==> config.mk <==
export PLATFORM = sky130hd
export DESIGN_NAME = pipe_hazard_ctrl
export DESIGN_NICKNAME = d
export VERILOG_FILES = /design/src/rtl/pipe_ctrl_pkg.sv /design/src/rtl/load_use_detect.sv /design/src/rtl/pipe_hazard_ctrl.sv
export SDC_FILE = /design/constraint.sdc
export NUM_CORES = 1
export LEC_CHECK = 0
export ABC_AREA = 0
export CORE_MARGIN = 8
export CORE_UTILIZATION = 39
export CTS_CLUSTER_DIAMETER = 80
export DETAILED_ROUTE_END_ITERATION = 12
export HOLD_SLACK_MARGIN = 0.08
export PLACE_DENSITY = 0.74
export SKIP_LAST_GASP = 1
export SYNTH_ARGS = -nofsm -noshare
export SYNTH_HDL_FRONTEND = slang
export SYNTH_HIERARCHICAL = 1
export SYNTH_SLANG_ARGS = --single-unit
==> constraint.sdc <==
create_clock -name clk -period 2.15 [get_ports clk]
set_input_delay 0.43 -clock clk [delete_from_list [all_inputs] [get_ports clk]]
set_output_delay 0.43 -clock clk [all_outputs]
set_load 0.01 [all_outputs]
==> src/rtl/pipe_ctrl_pkg.sv <==
// Shared types and constants for the pipeline hazard/stall controller.
package pipe_ctrl_pkg;

  typedef enum logic [0:0] {
    RUN  = 1'b0,
    MULT = 1'b1
  } ctrl_state_t;

  localparam int REG_ZERO            = 0;
  localparam int DEFAULT_MULT_CYCLES = 4;

endpackage

==> src/rtl/load_use_detect.sv <==
// Combinational load-use hazard compare between the EX-stage load and the ID instruction.
module load_use_detect
  import pipe_ctrl_pkg::*;
#(
  parameter int REG_W = 5
) (
  input  logic             ex_mem_read,
  input  logic [REG_W-1:0] ex_rt,
  input  logic [REG_W-1:0] id_rs,
  input  logic [REG_W-1:0] id_rt,
  input  logic             id_uses_rt,
  output logic             hazard
);

  // Writes to register zero are discarded, so a load into it never creates a dependency.
  assign hazard = ex_mem_read && (ex_rt != REG_W'(REG_ZERO)) &&
                  ((ex_rt == id_rs) || (id_uses_rt && (ex_rt == id_rt)));

endmodule

==> src/rtl/pipe_hazard_ctrl.sv <==
// Pipeline hazard/stall controller: branch/jump squash, load-use stall, multicycle EX
// occupancy, and a saturating stall-cycle counter.
module pipe_hazard_ctrl
  import pipe_ctrl_pkg::*;
#(
  parameter int MULT_CYCLES = DEFAULT_MULT_CYCLES,
  parameter int REG_W       = 5,
  parameter int CNT_W       = 16
) (
  input  logic             clk,
  input  logic             reset,
  input  logic [REG_W-1:0] id_rs,
  input  logic [REG_W-1:0] id_rt,
  input  logic             id_uses_rt,
  input  logic             ex_mem_read,
  input  logic [REG_W-1:0] ex_rt,
  input  logic             ex_branch_taken,
  input  logic             id_jump,
  input  logic             id_mult_start,
  output logic             pc_enable,
  output logic             ifid_enable,
  output logic             ifid_flush,
  output logic             idex_enable,
  output logic             idex_flush,
  output logic             exmem_enable,
  output logic             exmem_flush,
  output logic             memwb_enable,
  output logic             memwb_flush,
  output logic             mult_busy,
  output logic [CNT_W-1:0] stall_cycles
);

  localparam int CW = $clog2(MULT_CYCLES);

  ctrl_state_t   state, state_next;
  logic [CW-1:0] cnt, cnt_next;
  logic          hazard;

  load_use_detect #(.REG_W(REG_W)) u_load_use (
    .ex_mem_read (ex_mem_read),
    .ex_rt       (ex_rt),
    .id_rs       (id_rs),
    .id_rt       (id_rt),
    .id_uses_rt  (id_uses_rt),
    .hazard      (hazard)
  );

  // Next-state and pipe-register controls; reset forces every register into flush.
  always_comb begin
    state_next   = state;
    cnt_next     = cnt;
    pc_enable    = 1'b1;
    ifid_enable  = 1'b1;
    ifid_flush   = 1'b0;
    idex_enable  = 1'b1;
    idex_flush   = 1'b0;
    exmem_enable = 1'b1;
    exmem_flush  = 1'b0;
    memwb_enable = 1'b1;
    memwb_flush  = 1'b0;
    mult_busy    = 1'b0;
    if (reset) begin
      state_next   = RUN;
      cnt_next     = {CW{1'b0}};
      pc_enable    = 1'b0;
      ifid_enable  = 1'b0;
      ifid_flush   = 1'b1;
      idex_enable  = 1'b0;
      idex_flush   = 1'b1;
      exmem_enable = 1'b0;
      exmem_flush  = 1'b1;
      memwb_enable = 1'b0;
      memwb_flush  = 1'b1;
    end else begin
      case (state)
        RUN: begin
          if (ex_branch_taken) begin
            ifid_flush = 1'b1;
            idex_flush = 1'b1;
          end else if (hazard) begin
            pc_enable   = 1'b0;
            ifid_enable = 1'b0;
            idex_flush  = 1'b1;
          end else if (id_mult_start) begin
            state_next = MULT;
            cnt_next   = CW'(MULT_CYCLES - 1);
          end else if (id_jump) begin
            ifid_flush = 1'b1;
          end else begin
            state_next = RUN;
          end
        end
        MULT: begin
          pc_enable   = 1'b0;
          ifid_enable = 1'b0;
          idex_enable = 1'b0;
          exmem_flush = 1'b1;
          mult_busy   = 1'b1;
          cnt_next    = cnt - CW'(1);
          if (cnt == CW'(1)) begin
            state_next = RUN;
          end else begin
            state_next = MULT;
          end
        end
        default: begin
          state_next = RUN;
          cnt_next   = {CW{1'b0}};
        end
      endcase
    end
  end

  // State, occupancy counter and saturating stall counter.
  always_ff @(posedge clk) begin
    if (reset) begin
      state        <= RUN;
      cnt          <= {CW{1'b0}};
      stall_cycles <= {CNT_W{1'b0}};
    end else begin
      state <= state_next;
      cnt   <= cnt_next;
      if (!pc_enable && (stall_cycles != {CNT_W{1'b1}})) begin
        stall_cycles <= stall_cycles + {{(CNT_W-1){1'b0}}, 1'b1};
      end else begin
        stall_cycles <= stall_cycles;
      end
    end
  end

endmodule

; Yosys cells after proc, flatten, opt, wreduce, memory -nomap -nowiden
; Cells that the tools add are included.
[op_classes]
n_addsub = 2
mul = 0
n_div = 0
magnitude_cmp = 0
n_eq_ne = 7
shift = 0
mux = 30
bitwise_logic = 1
reduce_logical = 8
[op_table]
columns = cell, n
row1 = $mux 1, 24
row2 = $add 16x1->16 const B, 1
row3 = $ne 16x16->1 const B, 1
row4 = $eq 5x5->1, 2
row5 = $mux 2, 3
row6 = $ne 2x2->1 const B, 3
row7 = $reduce_bool 5->1, 1
row8 = $logic_and 1x1->1, 4
row9 = $pmux 1 s2, 2
row10 = $pmux 2 s2, 1
row11 = $reduce_and 3->1, 1
row12 = $eq 2x1->1 const B, 1
row13 = $sub 2x1->2 const B, 1
row14 = $logic_not 1->1, 1
row15 = $logic_or 1x1->1, 1
row16 = $not 1->1, 1
[word_totals]
reg_bits = 19
latch_bits = 0
mem_bits_rw = 0
rom_bits = 0
in_bits = 22
output_inout_bits = 26
word_cells = 51
memories = 0

; Longest topological paths before layout
[depth]
word_depth = 10
depth_mapped = 9

; Cells and area by module
; Netlist, hierarchy kept.
[modules_own_cells]
columns = mod, n_inst, cells_each, area_per_inst_um2, seq_area_each_um2
row1 = pipe_hazard_ctrl, 1, 130, 1073.5, 380.4
row2 = load_use_detect, 1, 17, 132.6, 0.0

; Worst setup path before layout
; Ideal clock, no wire load.
[synth_path]
path_type = in2reg
start = in ex_rt[3]
end = reg stall_cycles[15]
arrival_time_ns = 2.171
slack_ns = -0.142
cell_stages = 8
path_cell_list = xor2_1 > nor4_2 > nand3_1 > a21oi_1 > nor2b_1 > o211ai_2 > nor4_1 > mux2_2
[synth_via]
elab_chain_len = 10
elab_cells_between_ends = 13
[synth_rtl]
columns = element, line
row1 = start: declaration, pipe_hazard_ctrl.sv:16  ; input logic [REG_W-1:0] ex_rt,
row2 = $eq 5x5->1, load_use_detect.sv:17  ; ((ex_rt == id_rs) || (id_uses_rt && (ex_rt == id_rt)));
row3 = $logic_and 1x1->1, load_use_detect.sv:17
row4 = $logic_or 1x1->1, load_use_detect.sv:17
row5 = $logic_and 1x1->1 *, load_use_detect.sv:16  ; assign hazard = ex_mem_read && (ex_rt != REG_W'(REG_ZERO)) &&
row6 = via hazard, pipe_hazard_ctrl.sv:37  ; logic hazard;
row7 = $mux 1 *, pipe_hazard_ctrl.sv:80  ; end else if (hazard) begin
row8 = $mux 1 *, pipe_hazard_ctrl.sv:77  ; if (ex_branch_taken) begin
row9 = $pmux 1 s2 *, pipe_hazard_ctrl.sv:75  ; case (state)
row10 = $mux 1 *, pipe_hazard_ctrl.sv:62  ; if (reset) begin
row11 = $logic_not 1->1 *, pipe_hazard_ctrl.sv:123  ; if (!pc_enable && (stall_cycles != {CNT_W{1'b1}})) begin
row12 = $logic_and 1x1->1 *, pipe_hazard_ctrl.sv:123
row13 = end signal: assignment, pipe_hazard_ctrl.sv:119  ; stall_cycles <= {CNT_W{1'b0}};
row14 = end signal: assignment, pipe_hazard_ctrl.sv:124  ; stall_cycles <= stall_cycles + {{(CNT_W-1){1'b0}}, 1'b1};
row15 = end signal: assignment, pipe_hazard_ctrl.sv:126  ; stall_cycles <= stall_cycles;
row16 = end: declaration, pipe_hazard_ctrl.sv:30  ; output logic [CNT_W-1:0] stall_cycles
; The timed path passes the listed nets; every way through them passes the cells marked *.
; A chain may end at the register's enable or synchronous reset.

; Worst setup path after layout
[layout_path]
start = in ex_rt[0]
end = reg stall_cycles[15]
; Same word-level chain as after synthesis.

==> qor.yml <==
failed_checks: "negative setup slack"
use_met3_pct: 3.77
fmax_mhz: 449
synth.most_common_cell: "dfxtp_1"
tightest_slew_ps: 585
clock-root-buffer: "clkbuf_4"
cellPowerDensity_nw_per_um2: 380
yosysSeqAreaShare_pct: 31.5
status: "finished, violations left"
pin_count: 48
yosys-top-cells-area: "dfxtp_1 32%, xor2_1 5.1%, a21oi_1 4.6%, nor3_1 3.7%, or4_1 3.7%"
stdcell_count: 247
multi_input_area_um2: 890
setup_viol: 3
dp_hpwl_um: 3000
register_area_um2: 380
ir_drop_mv: 0.270
postCtsHoldBufs: 0
path_clk_slew_ps: 110
syn_area_per_cell_um2: 8.21
arrival_ps: 2440
gp_congestion: 0.916
grt_max_degree: 19
syn_nets: 171
drv_cap: 0
clock_latency_ps: 320
gr-usage-met2_pct: 29.3
h-tree-depth: 1
wl_per_cell_um: 16.7
synth_warnings: 6
syn_area_um2: 1210
grt_util_met1_pct: 16.4
antenna_found_initial: 0
setup_ws_ps: -78.2
finalCriticalPeriod_ps: 2230
fillCellCount: 234
async_flop_share_pct: 0
grt_pass1_vias: 1386
finalNetCount: 239
initial_core_util_pct: 40.2
dieHeight_um: 71.6
grt_setup_unrepaired: "yes"
clk_path_buf_depth: 2
cts.sinks: 19
hold_path_class: "flip-flop to flip-flop"
portBuffers: 47
grt-ovfl-total: 0
cp-end-kind: "flip-flop"
synth_commonest_cells: "19 x dfxtp_1, 11 x a21oi_1, 9 x nor2_1, 9 x nor3_1, 8 x nand2_1"
vias: 1375
crit_type: "input pin to flip-flop"
yosys.area.top_type: "dfxtp_1"
critPathMaxFanout: 4
vias_per_cell: 5.57
crit_required_ps: 2360
fin_area_um2: 2010
ys_seq_elements: 19
die_area_um2: 5130
drt_wl_total_um: 4130
core_um2: 3000
post-place-ws_ps: -833
netlist_instances: 147
drtIter0Drc: 111
slew_headroom_pct: 60.6
grt_usage_pct: 16.0
total_power_uw: 764
p_leak_uw: 0.000765
rows: 20
drcViolationCount: 0
start_kind: "input pin"
grt_pass1_wl_um: 6540
skew_ps: 8.29
finalHoldViolCount: 0
final_antenna_net_count: 0
placed_area_um2: 1800
tritoncts: "done"
synthFlopType: "dfxtp_1"
synth_top_area_share_pct: 31.5
syn_to_final_growth_pct: 66.7
drv_slew: 0
synth_cell_type_count: 41
n_antenna_cell: 0
first_pass_iters: 4
die_w_um: 71.6
synth_edf_count: 0
min_period_over_period_pct: 104
cts_buffers: 3
gr-max-usage-layer: "met2"
dp.cells: 235
drive_gt1_share_pct: 35.5
logic make-up after synthesis:
group,after synthesis,synth area share [%]
buf+inv,16,6.95
flops,19,31.5
compound gates,31,16.3
fa+ha+maj,2,2.07
mux,5,4.46
xor+xnor,10,7.26
simple gates,64,31.4
where the power goes:
part	switching (µW)	internal, µW	total (µW)
logic	84.2	109	194
registers	13.2	362	375
clock network	122	72.8	195
total	219	544	764
sequential cells by signal, indices dropped and copies added (netlist names):
register / flops
cnt: 2
stall_cycles: 16
state: 1
worst paths after layout:
check / from / endpoint / slack [ps] / cells after the start
worst max register to register: stall_cycles[7] / stall_cycles[2] / 170 / 5
worst min register to register: cnt[0] / cnt[0] / 500 / 1
worst min-delay path: cnt[0] / cnt[0] / 500 / 1
worst max-delay path: ex_rt[0] / stall_cycles[15] / -80 / 10
cells in the final DEF (no fill, tap or decap), types with 4 or more instances in the layout:
master           count
or4_1                4
nand2_1              7
a21oi_2              4
xor2_1               5
nor4_2               4
buf_6               11
nand3_1              4
nor3_1               6
nor2b_1              5
clkdlybuf4s50_1     24
dfxtp_1             19
inv_1                6
nor2_1               9
a21oi_1              7
buf_4               18
o31ai_1              5
dlymetal6s2s_1       5
clkbuf_2             4
buf_2                5
stage by stage:
step	setup TNS, ps	hold slack, ps	utilization (%)
finish	-184	496	67.0
global route	-926	542	67.0
CTS	-810	501	64.0
detailed placement	-12260	485	59.8
global placement	-11400	457	59.8
floorplan	-41.7	448	-
timing repair:
item | CTS | global route
setup buffers | 8 | 2
gates resized for setup | 64 | 41
pin swaps | 23 | 20
setup endpoints to repair | 19 | 21
per-layer routing:
metal | routed length, µm | vias up | part of all wire (%)
met5 | 0 | - | 0
met1 | 1660 | 663 | 40
met3 | 160 | 5 | 3.9
met2 | 2240 | 34 | 54
li1 | - | 673 | -
met4 | 64 | 0 | 1.6
final cells by class:
type | instances | share of cell area [%]
multi-input combinational | 112 | 44.2
timing repair buffer | 71 | 32.0
sequential | 19 | 18.9
tap | 33 | 2.05
inverter | 8 | 1.49
clock buffer | 4 | 1.31
worst max-delay path: stages:
cell and delay [ps]:
buf_2 130, xor2_1 150, nor4_2 260, nand3_1 130, a21oi_2 200, buf_4 130
nor2b_4 190, o211ai_4 130, nor4_2 310, mux2_2 360
No activity file was read; power rests on OpenSTA's default activity.
